**src/rtl/pc_fetch_ctrl_if.sv**
```systemverilog
// Bundle of PC-sequencing and instruction-fetch signals between the fetch
// controller (master) and the PC register / instruction memory / pipeline (slave).
interface pc_fetch_ctrl_if #(
    parameter int N = 32
);
    logic [N-1:0] pc_value;
    logic         jump;
    logic [N-1:0] jump_target;
    logic         branch_taken;
    logic [N-1:0] branch_target;
    logic         load_use_hazard;
    logic         trap_req;
    logic         imem_ready;
    logic [N-1:0] next_pc;
    logic         pc_stall;
    logic         flush_if;
    logic         imem_req;
    logic         fetch_fault;
    logic [N-1:0] epc;

    modport master (
        input  pc_value, jump, jump_target, branch_taken, branch_target,
               load_use_hazard, trap_req, imem_ready,
        output next_pc, pc_stall, flush_if, imem_req, fetch_fault, epc
    );

    modport slave (
        output pc_value, jump, jump_target, branch_taken, branch_target,
               load_use_hazard, trap_req, imem_ready,
        input  next_pc, pc_stall, flush_if, imem_req, fetch_fault, epc
    );
endinterface

```
**src/rtl/pc_fetch_ctrl.sv**
```systemverilog
// PC sequencing controller: picks the next PC (trap, jump, branch, pending
// redirect, PC+4), stalls the PC register while instruction memory is busy,
// and raises a fetch-fault trap when a fetch waits too long.
// State changes on the falling clock edge, the same edge as the PC register.
module pc_fetch_ctrl #(
    parameter int           N        = 32,
    parameter logic [N-1:0] TRAP_VEC = 32'h0040_0180,
    parameter int           TIMEOUT  = 16
) (
    input  logic            clk,
    input  logic            reset,
    pc_fetch_ctrl_if.master bus
);
    typedef enum logic [1:0] {
        ST_BOOT  = 2'd0,
        ST_FETCH = 2'd1,
        ST_WAIT  = 2'd2
    } state_t;

    state_t       fsm_r;
    logic [7:0]   cnt_r;
    logic         pend_valid_r;
    logic [N-1:0] pend_target_r;
    logic [N-1:0] epc_r;
    logic         fetch_fault_r;

    logic [N-1:0] seq_pc_s;
    logic [N-1:0] sel_pc_s;
    logic         sel_redirect_s;
    logic         redirect_req_s;
    logic [N-1:0] capture_target_s;
    logic         advance_s;
    logic         fault_s;

    // Word-align a redirect target by clearing the byte offset.
    function automatic logic [N-1:0] align_f(input logic [N-1:0] addr);
        return {addr[N-1:2], 2'b00};
    endfunction

    assign seq_pc_s         = bus.pc_value + N'(32'd4);
    assign redirect_req_s   = bus.jump | bus.branch_taken;
    assign capture_target_s = bus.jump ? align_f(bus.jump_target) : align_f(bus.branch_target);
    assign fault_s          = (fsm_r == ST_WAIT) && !bus.imem_ready && (cnt_r == 8'(TIMEOUT - 1));

    // Priority select of the next PC source when the PC may advance.
    always_comb begin
        sel_pc_s       = seq_pc_s;
        sel_redirect_s = 1'b0;
        if (bus.trap_req) begin
            sel_pc_s       = TRAP_VEC;
            sel_redirect_s = 1'b1;
        end else if (bus.jump) begin
            sel_pc_s       = align_f(bus.jump_target);
            sel_redirect_s = 1'b1;
        end else if (bus.branch_taken) begin
            sel_pc_s       = align_f(bus.branch_target);
            sel_redirect_s = 1'b1;
        end else if (pend_valid_r) begin
            sel_pc_s       = pend_target_r;
            sel_redirect_s = 1'b1;
        end else begin
            sel_pc_s       = seq_pc_s;
            sel_redirect_s = 1'b0;
        end
    end

    // A trap always advances; otherwise a returned word advances unless a
    // load-use hazard holds it and no jump/branch overrides the hazard.
    always_comb begin
        advance_s = 1'b0;
        if (bus.trap_req) begin
            advance_s = 1'b1;
        end else if (bus.imem_ready && (!bus.load_use_hazard || redirect_req_s)) begin
            advance_s = 1'b1;
        end else begin
            advance_s = 1'b0;
        end
    end

    // Drive the PC register and fetch handshake from state and live inputs.
    always_comb begin
        bus.next_pc  = bus.pc_value;
        bus.pc_stall = 1'b1;
        bus.flush_if = 1'b0;
        bus.imem_req = 1'b0;
        case (fsm_r)
            ST_BOOT: begin
                if (bus.trap_req) begin
                    bus.next_pc  = TRAP_VEC;
                    bus.pc_stall = 1'b0;
                    bus.flush_if = 1'b1;
                end else begin
                    bus.next_pc  = bus.pc_value;
                end
            end
            ST_FETCH, ST_WAIT: begin
                bus.imem_req = 1'b1;
                if (advance_s) begin
                    bus.next_pc  = sel_pc_s;
                    bus.pc_stall = 1'b0;
                    bus.flush_if = sel_redirect_s;
                end else if (fault_s) begin
                    bus.next_pc  = TRAP_VEC;
                    bus.pc_stall = 1'b0;
                    bus.flush_if = 1'b1;
                end else begin
                    bus.next_pc  = bus.pc_value;
                end
            end
            default: begin
                bus.next_pc = bus.pc_value;
            end
        endcase
    end

    // Sequencing state: FSM, wait counter, pending redirect, trap PC and fault pulse.
    always_ff @(negedge clk or negedge reset) begin
        if (!reset) begin
            fsm_r         <= ST_BOOT;
            cnt_r         <= 8'd0;
            pend_valid_r  <= 1'b0;
            pend_target_r <= '0;
            epc_r         <= '0;
            fetch_fault_r <= 1'b0;
        end else begin
            fetch_fault_r <= 1'b0;
            if (bus.trap_req) begin
                // A fault coinciding with a trap is one trap, but still reported.
                epc_r         <= bus.pc_value;
                pend_valid_r  <= 1'b0;
                cnt_r         <= 8'd0;
                fsm_r         <= ST_FETCH;
                fetch_fault_r <= fault_s;
            end else begin
                case (fsm_r)
                    ST_BOOT: begin
                        cnt_r <= 8'd0;
                        fsm_r <= ST_FETCH;
                    end
                    ST_FETCH: begin
                        if (advance_s) begin
                            pend_valid_r <= 1'b0;
                        end else if (!bus.imem_ready) begin
                            cnt_r <= 8'd1;
                            fsm_r <= ST_WAIT;
                        end
                    end
                    ST_WAIT: begin
                        if (bus.imem_ready) begin
                            cnt_r <= 8'd0;
                            fsm_r <= ST_FETCH;
                            if (advance_s) begin
                                pend_valid_r <= 1'b0;
                            end
                        end else if (fault_s) begin
                            epc_r         <= bus.pc_value;
                            fetch_fault_r <= 1'b1;
                            pend_valid_r  <= 1'b0;
                            cnt_r         <= 8'd0;
                            fsm_r         <= ST_FETCH;
                        end else begin
                            cnt_r <= cnt_r + 8'd1;
                            if (redirect_req_s) begin
                                pend_valid_r  <= 1'b1;
                                pend_target_r <= capture_target_s;
                            end
                        end
                    end
                    default: begin
                        fsm_r <= ST_BOOT;
                    end
                endcase
            end
        end
    end

    assign bus.epc         = epc_r;
    assign bus.fetch_fault = fetch_fault_r;
endmodule

```
**src/flat_wrapper.sv**
```systemverilog
// flat-port wrapper written by rule: the top's interface ports become plain ports
module pc_fetch_ctrl_flat 
#(
    parameter int           N        = 32,
    parameter logic [N-1:0] TRAP_VEC = 32'h0040_0180,
    parameter int           TIMEOUT  = 16
)
  (clk, reset, bus_pc_value, bus_jump, bus_jump_target, bus_branch_taken, bus_branch_target, bus_load_use_hazard, bus_trap_req, bus_imem_ready, bus_next_pc, bus_pc_stall, bus_flush_if, bus_imem_req, bus_fetch_fault, bus_epc);
  pc_fetch_ctrl_if #(.N(N)) bus_i ();
  input  logic clk;
  input  logic reset;
  input wire logic [$bits(bus_i.pc_value)-1:0] bus_pc_value;
  input wire logic [$bits(bus_i.jump)-1:0] bus_jump;
  input wire logic [$bits(bus_i.jump_target)-1:0] bus_jump_target;
  input wire logic [$bits(bus_i.branch_taken)-1:0] bus_branch_taken;
  input wire logic [$bits(bus_i.branch_target)-1:0] bus_branch_target;
  input wire logic [$bits(bus_i.load_use_hazard)-1:0] bus_load_use_hazard;
  input wire logic [$bits(bus_i.trap_req)-1:0] bus_trap_req;
  input wire logic [$bits(bus_i.imem_ready)-1:0] bus_imem_ready;
  output wire logic [$bits(bus_i.next_pc)-1:0] bus_next_pc;
  output wire logic [$bits(bus_i.pc_stall)-1:0] bus_pc_stall;
  output wire logic [$bits(bus_i.flush_if)-1:0] bus_flush_if;
  output wire logic [$bits(bus_i.imem_req)-1:0] bus_imem_req;
  output wire logic [$bits(bus_i.fetch_fault)-1:0] bus_fetch_fault;
  output wire logic [$bits(bus_i.epc)-1:0] bus_epc;
  assign bus_i.pc_value = bus_pc_value;
  assign bus_i.jump = bus_jump;
  assign bus_i.jump_target = bus_jump_target;
  assign bus_i.branch_taken = bus_branch_taken;
  assign bus_i.branch_target = bus_branch_target;
  assign bus_i.load_use_hazard = bus_load_use_hazard;
  assign bus_i.trap_req = bus_trap_req;
  assign bus_i.imem_ready = bus_imem_ready;
  assign bus_next_pc = bus_i.next_pc;
  assign bus_pc_stall = bus_i.pc_stall;
  assign bus_flush_if = bus_i.flush_if;
  assign bus_imem_req = bus_i.imem_req;
  assign bus_fetch_fault = bus_i.fetch_fault;
  assign bus_epc = bus_i.epc;
  pc_fetch_ctrl #(.N(N), .TRAP_VEC(TRAP_VEC), .TIMEOUT(TIMEOUT)) u_core (.clk(clk), .reset(reset), .bus(bus_i));
endmodule
```
**config.mk**
```make
export PLATFORM = sky130hd
export DESIGN_NAME = pc_fetch_ctrl_flat
export DESIGN_NICKNAME = d
export VERILOG_FILES = /design/src/rtl/pc_fetch_ctrl_if.sv /design/src/rtl/pc_fetch_ctrl.sv /design/src/flat_wrapper.sv
export SDC_FILE = /design/constraint.sdc
export NUM_CORES = 1
export LEC_CHECK = 0
export ABC_AREA = 1
export CAP_MARGIN = 20
export CORE_MARGIN = 4
export CORE_UTILIZATION = 25
export CTS_CLUSTER_SIZE = 8
export DETAILED_ROUTE_END_ITERATION = 8
export DONT_BUFFER_PORTS = 1
export PLACE_DENSITY_LB_ADDON = 0.1
export SLEW_MARGIN = 20
export SYNTH_ARGS = -nofsm -noshare
export SYNTH_HDL_FRONTEND = slang
export SYNTH_SLANG_ARGS = --single-unit
```
**constraint.sdc**
```tcl
create_clock -name clk -period 2.9 [get_ports clk]
set_input_delay 0.58 -clock clk [delete_from_list [all_inputs] [get_ports clk]]
set_output_delay 0.58 -clock clk [all_outputs]
set_load 0.005 [all_outputs]
```
==> results of run 1 <==
## logic make-up after synthesis
kind of cell | synth area share
AO/OA/AOI/OAI | 0.174
XOR/XNOR | 0.0172
adder cells (fa/ha/maj) | 0.0156
buffers and inverters | 0.0856
flip-flops | 0.331
multiplexers | 0.0362
AND/OR/NAND/NOR | 0.341
## sequential cells by signal, indices dropped and copies added (netlist names)
signal and cells:
u_core.fsm_r 2, u_core.bus.epc 32, u_core.cnt_r 8, u_core.pend_valid_r 1
u_core.bus.fetch_fault 1, u_core.pend_target_r 30
## layout make-up
cell class	instances	area, um^2	area share
clock buffers	10	239	0.0322
repair inverters	1	11.3	0.00152
repair buffers	90	776	0.105
well taps	280	350	0.0473
flip-flops and latches	74	1850	0.250
multi-input cells	639	3800	0.513
clock inverters	6	88.8	0.0120
inverters	72	293	0.0395
## report_power, final
part,total [mW],switching (mW),internal (mW)
clock network,1.27,0.490,0.779
logic,2.71,1.53,1.17
registers,1.46,0.143,1.32
## per-layer routing
| metal | share of wire | vias to the layer above |
|---|---|---|
| li1 | - | 2853 |
| met1 | 0.43 | 2711 |
| met2 | 0.49 | 174 |
| met5 | 0 | - |
| met4 | 0.014 | 0 |
| met3 | 0.070 | 23 |
## synthesized netlist by cell type, types with 8 or more instances
| master | instances | area share |
|---|---|---|
| inv_1 | 55 | 0.037 |
| o21ai_1 | 32 | 0.029 |
| buf_2 | 16 | 0.014 |
| a21oi_1 | 56 | 0.050 |
| nor2_2 | 11 | 0.012 |
| inv_2 | 15 | 0.010 |
| mux2_1 | 11 | 0.022 |
| o21ai_0 | 40 | 0.036 |
| clkbuf_1 | 10 | 0.0067 |
| nand4_1 | 9 | 0.010 |
| nor2_1 | 68 | 0.046 |
| dfrtn_1 | 74 | 0.33 |
| nand3_1 | 47 | 0.042 |
| nand2_1 | 260 | 0.17 |
| nor3_1 | 8 | 0.0071 |
| a211oi_1 | 16 | 0.021 |
## stage by stage
| stage | cells | power, mW | cell area, um^2 |
|---|---|---|---|
| 6_report | 1172 | 5.44 | 7410 |
| 5_1_grt | 1172 | 5.79 | 7410 |
| 4_1_cts | 1166 | 5.28 | 7170 |
| 3_5_place_dp | 1141 | 3.64 | 6560 |
| 3_3_place_gp | 1141 | 3.64 | 6560 |
| 2_1_floorplan | 819 | 2.82 | 5830 |
## critical path, delay by kind of cell, from the launching register on
| kind | cells | cell delay (ns) |
|---|---|---|
| buffers and inverters | 2 | 0.17 |
| AO/OA/AOI/OAI | 2 | 0.39 |
| adder cells (fa/ha/maj) | 1 | 0.20 |
| AND/OR/NAND/NOR | 6 | 0.46 |
| flip-flops | 1 | 0.41 |
## what timing repair did
action,4_1_cts,5_1_grt
buffers inserted,8,3
resized for setup,53,47
pin swaps,16,32
endpoints found under the setup margin,35,62
gates cloned,1,3
## cells in the final DEF, fill, tap and decap left out, types with 8 or more instances in the layout
cell type and n:
nor2_1 65, a21oi_1 43, nor3_1 8, inv_2 15
nand4_1 9, nor2_2 9, nand2_2 22, o21ai_2 12
o21ai_1 32, inv_1 49, buf_4 76, mux2_4 18
a21oi_2 14, nand3_1 43, nor2_4 9, clkbuf_16 9
a211oi_1 9, dfrtn_1 74, nand2_1 240, buf_6 8
o21ai_0 26
## worst min path at each step
stage / startpoint / end / slack (ns) / depth (start not counted)
2_1_floorplan: u_core.pend_target_r[2] / u_core.pend_target_r[2] / 0.40 / 2
3_3_place_gp: u_core.pend_target_r[4] / u_core.pend_target_r[4] / 0.42 / 2
3_5_place_dp: u_core.pend_target_r[2] / u_core.pend_target_r[2] / 0.42 / 2
4_1_cts: u_core.pend_target_r[4] / u_core.pend_target_r[4] / 0.42 / 2
5_1_grt: u_core.pend_target_r[17] / u_core.pend_target_r[17] / 0.43 / 2
6_report: u_core.pend_target_r[21] / u_core.pend_target_r[21] / 0.42 / 2
==> results.tsv, run 1 <==
stage	metric	value	unit
run_status	status	finished, violations left	
run_status	violations in the final reports	negative setup slack	
clocking	CTS tree	built	
setup_path	Setup CP Type	reg -> out	
yosys	Cell Area, Synth	5600	um^2
die	Boundary Pins	171	
clocking	root buffer cell	clkbuf_16	
hold_path	worst min path class	reg -> reg	
die	Die Y	158	um
global_routing	met2 Track Usage GR	0.333	
yosys	dominant register cell in the synthesized netlist	dfrtn_1	
global_routing	Overall Global Routing Usage	0.192	
setup_path	FF-to-FF Start	u_core.cnt_r[0]	
setup_path	slowest stage delay, CP	0.41	ns
global_routing	initial antenna violation count	0	
clocking	hold_buf cts	0	
placement	pre-CTS worst setup slack	-0.900	ns
route	Final ANT Viol Nets	0	
layout	layout cells sized above 1	0.291	
timing	RSZ-0062 raised after global routing	yes	
yosys	Synth async-reset ratio	1.00	
timing	worst-margin pin slew	0.373	ns
layout	Layout fillers	2359	
yosys	flops & latches, synth	74	
flow_run	max_cap viols	0	
global_routing	Global Route met1 Usage	0.238	
die	DIE AREA	24900	um^2
timing	setup slack after layout	-1.11	ns
setup_path	CP startpoint kind	register	
timing	Final Skew	0.00623	ns
layout	final design utilization	0.338	
setup_path	CP cell instances	ha_2, nand2_2, nor2_4, nand4_4, o21a_4, buf_6, nand2_2, nand2_2, inv_2, nand2_2, a21oi_2	
yosys	Post-synth EDFFs	0	
setup_path	WP data arrival	3.43	ns
setup_path	worst reg-to-reg setup slack	0.91	ns
setup_path	CP endpoint kind	output pin	
route	TritonRoute pass-1 iters	7	
yosys	post-synthesis sequential area ratio	0.331	
global_routing	vias in the first global route	5720	
power	Power Dens Cells	733	nW/um^2
route	DR iter-0 viols	374	
die	Initial Util	0.255	
setup_path	CP Data Required Time	2.32	ns
setup_path	crit path capture	bus_next_pc[22]	
layout	Layout area overhead	32.4	%
global_routing	largest net degree at the start of global routing	75	
clocking	CTS Sinks	74	
placement	I/O Buffers	0	
layout	nets	997	
power	leakage power	3.41	nW
power	Worst VDD drop	0.511	mV
timing	Setup-failing EPs final	35	
timing	Fin. Hold Viols	0	
route	WL/cell	20.9	um
setup_path	worst-path fanout max	4	
placement	post-detail-place hpwl	18800	um
timing	final setup TNS	-36.06	ns
global_routing	gr ovfl total	0	
clocking	Reg clk slew, reported paths	0.05	ns
timing	Hold Slack	0.419	ns
die	Die W	158	um
die	row count	54	
yosys	YS warnings	0	
route	Vias	5761	
route	Vias/cell	4.92	
setup_path	CP max stage cell	dfrtn_1	
global_routing	global-route met3 utilization	0.0500	
yosys	Syn Inst Count	819	
setup_path	CP startpoint	u_core.cnt_r[0]	
setup_path	Top cell by count, worst path	nand2_2	
global_routing	first-pass GRT wire length	35600	um
yosys	Post-Syn Nets	929	
route	Residual DRC	0	
yosys	Mapped Avg Cell Area	6.84	um^2
clocking	worst-skew pair later-pin latency	0.35	ns
timing	fin. max-slew vios	0	
placement	GP Congestion	0.850	
route	drt total wl	24500	um
clocking	CTS H-tree lvls	3	
global_routing	global route hottest layer	met2	
setup_path	Worst R2R End	u_core.bus.epc[14]	
clocking	CTS Buf Count	9	
timing	Worst slew margin	0.750	
yosys	count of cell types in the netlist	53	
setup_path	R2R cell count	10	
clocking	CTS Buffer Depth	2	
die	total core area	22000	um^2
layout	antenna cells	0	
(Power assumes the default switching activity.)
==> run 2: changes to the inputs <==
CORE_MARGIN = 2   (was 4)
==> results.tsv, run 2 (synthesis gave the netlist of run 1 again) <==
stage	metric	value	unit	change
setup_path	Setup CP Type	reg -> out		unchanged
global_routing	initial antenna violation count	0		unchanged
global_routing	gr ovfl total	0		unchanged
route	Residual DRC	0		unchanged
setup_path	CP endpoint kind	output pin		unchanged
hold_path	worst min path class	reg -> reg		unchanged
route	Vias/cell	4.90		was 4.92
hold_path	origin of the worst min-delay path	u_core.pend_target_r[18]		was u_core.pend_target_r[21]
setup_path	Crit path max-delay family	simple AND/OR/NAND/NOR gates		unchanged
global_routing	Overall Global Routing Usage	0.196		was 0.192
clocking	worst-skew pair later-pin latency	0.35	ns	about the same
layout	Post-Layout Inst Area	7190	um^2	was 7410 um^2
clocking	CTS Buffer Depth	2		unchanged
timing	Worst slew margin	0.708		was 0.750
placement	post-detail-place hpwl	18300	um	was 18800 um
global_routing	vias in the first global route	5824		was 5720
power	Worst VDD drop	0.356	mV	was 0.511 mV
layout	most frequent cells in the layout	nand2_1 (248), buf_4 (84), dfrtn_1 (74)		was nand2_1 (240), buf_4 (76), dfrtn_1 (74)
layout	FF/Latch Area	1850	um^2	unchanged
route	WL/cell	20.1	um	was 20.9 um
route	drt total wl	23500	um	was 24500 um
clocking	root buffer cell	clkbuf_16		unchanged
route	DR iter-0 viols	329		was 374
clocking	CTS Sinks	74		unchanged
timing	RSZ-0062 raised after global routing	yes		unchanged
timing	worst-margin pin slew	0.436	ns	was 0.373 ns
clocking	CTS H-tree lvls	3		unchanged
setup_path	WP data arrival	3.45	ns	was 3.43 ns
die	Die W	154	um	was 158 um
global_routing	first-pass GRT wire length	35100	um	was 35600 um
die	row count	54		unchanged
route	Final ANT Viol Nets	0		unchanged
timing	fin. max-slew vios	0		unchanged
hold_path	Hold Path Depth	2		unchanged
die	total core area	21900	um^2	was 22000 um^2
power	leakage power	3.36	nW	was 3.41 nW
die	DIE AREA	23600	um^2	was 24900 um^2
placement	pre-CTS worst setup slack	-0.858	ns	was -0.900 ns
clocking	Reg clk slew, reported paths	0.05	ns	about the same
run_status	status	finished, violations left		unchanged
setup_path	R2R cell count	15		was 10
setup_path	CP max stage cell	dfrtn_1		unchanged
placement	GP Congestion	0.851		was 0.850
placement	I/O Buffers	0		unchanged
timing	setup slack after layout	-1.13	ns	was -1.11 ns
flow_run	max_cap viols	0		unchanged
setup_path	CP startpoint kind	register		unchanged
timing	final setup TNS	-36.65	ns	was -36.06 ns
setup_path	CP Data Required Time	2.32	ns	about the same
setup_path	worst-path fanout max	5		was 4
placement	placed inst area	6500	um^2	was 6560 um^2
layout	Layout area overhead	28.4	%	was 32.4%
clocking	hold_buf cts	0		unchanged
global_routing	largest net degree at the start of global routing	75		unchanged
route	TritonRoute pass-1 iters	5		was 7
run_status	violations in the final reports	negative setup slack		unchanged
timing	Setup-failing EPs final	35		unchanged
layout	final design utilization	0.329		was 0.338
die	Die Y	154	um	was 158 um
die	Initial Util	0.256		was 0.255
setup_path	CP cell instances	ha_2, nand2_2, nor2_4, nand4_4, o21a_4, nand3_4, buf_6, o211ai_1, buf_4		was ha_2, nand2_2, nor2_4, nand4_4, o21a_4, buf_6, nand2_2, nand2_2, inv_2, nand2_2, a21oi_2
layout	multi-input logic area	3660	um^2	was 3800 um^2
setup_path	slowest stage delay, CP	0.42	ns	was 0.41 ns
layout	most common cell after layout, fill and taps aside	nand2_1		unchanged
layout	max reg flops	32		unchanged
layout	antenna cells	0		unchanged
layout	Layout fillers	2432		was 2359
setup_path	critical path depth	9		was 11
setup_path	worst reg-to-reg setup slack	0.77	ns	was 0.91 ns
layout	layout cells sized above 1	0.260		was 0.291
setup_path	FF-to-FF Start	u_core.cnt_r[1]		was u_core.cnt_r[0]
setup_path	CP startpoint	u_core.cnt_r[1]		was u_core.cnt_r[0]
route	Vias	5752		was 5761
power	Power Dens Cells	710	nW/um^2	was 733 nW/um^2
clocking	CTS Buf Count	9		unchanged
timing	Fin. Hold Viols	0		unchanged
setup_path	Bufs and invs on worst path	2		unchanged
die	Boundary Pins	171		unchanged
timing	Final Skew	0.00726	ns	was 0.00623 ns
clocking	CTS tree	built		unchanged
layout	nets	998		was 997
## run 2: changes by cell type in the layout (fill, tap and decap cells not counted), moves of 4 or more
cell and change:
nand2_1 +8, o21ai_1 +6, buf_4 +8, o21ai_2 -6, nand2_2 -8, buf_12 -4
## run 2: final cells by class
cell class | instances | area share
clock buffers | 12 | 0.0357
flip-flops and latches | 74 | 0.257
well taps | 280 | 0.0487
inverters | 72 | 0.0404
multi-input cells | 639 | 0.508
repair buffers | 92 | 0.102
clock inverters | 4 | 0.00696
## run 2: through the flow
step	power, mW	hold slack [ns]	cells
finish	5.11	0.417	1173
global route	5.46	0.434	1173
CTS	5.01	0.422	1167
detailed placement	3.62	0.422	1138
global placement	3.62	0.415	1138
floorplan	2.82	0.397	819
## run 2: metal layers
layer / track usage / part of all wire / vias to the layer above
met3: 0.0530 / 0.073 / 26
met5: 0 / 0 / -
li1: - / - / 2851
met4: 0.0537 / 0.018 / 0
met1: 0.246 / 0.43 / 2703
met2: 0.332 / 0.48 / 172
## run 2: timing repair
action,in CTS,in global routing
buffers inserted,13,5
setup endpoints to repair,35,67
endpoints found under the hold margin,0,0
cloned,0,3
pin swaps,8,10
resized for setup,34,25
## run 2: where the power goes
part / total [mW] / internal [mW] / switching (mW)
clock: 1.18 / 0.713 / 0.470
combinational: 2.46 / 1.07 / 1.39
sequential: 1.46 / 1.32 / 0.144
## run 2: worst min-delay path: stages (launching register included)
cell	delay [ns]
dfrtn_1	0.40
nand2_1	0.05
nand2_1	0.05
## run 2: path summary, 6_finish.rpt
kind / end
min reg2reg: u_core.pend_target_r[18]
max in group asynchronous: u_core.cnt_r[2]
max: bus_next_pc[9]
max reg2reg: u_core.cnt_r[6]
min: u_core.pend_target_r[18]
min in group asynchronous: u_core.pend_target_r[29]
==> run 3: changes to the inputs <==
CORE_MARGIN = 4   (was 2)
==> results of run 3 <==
Final layout, timing and power as in run 1 (identical DEF).
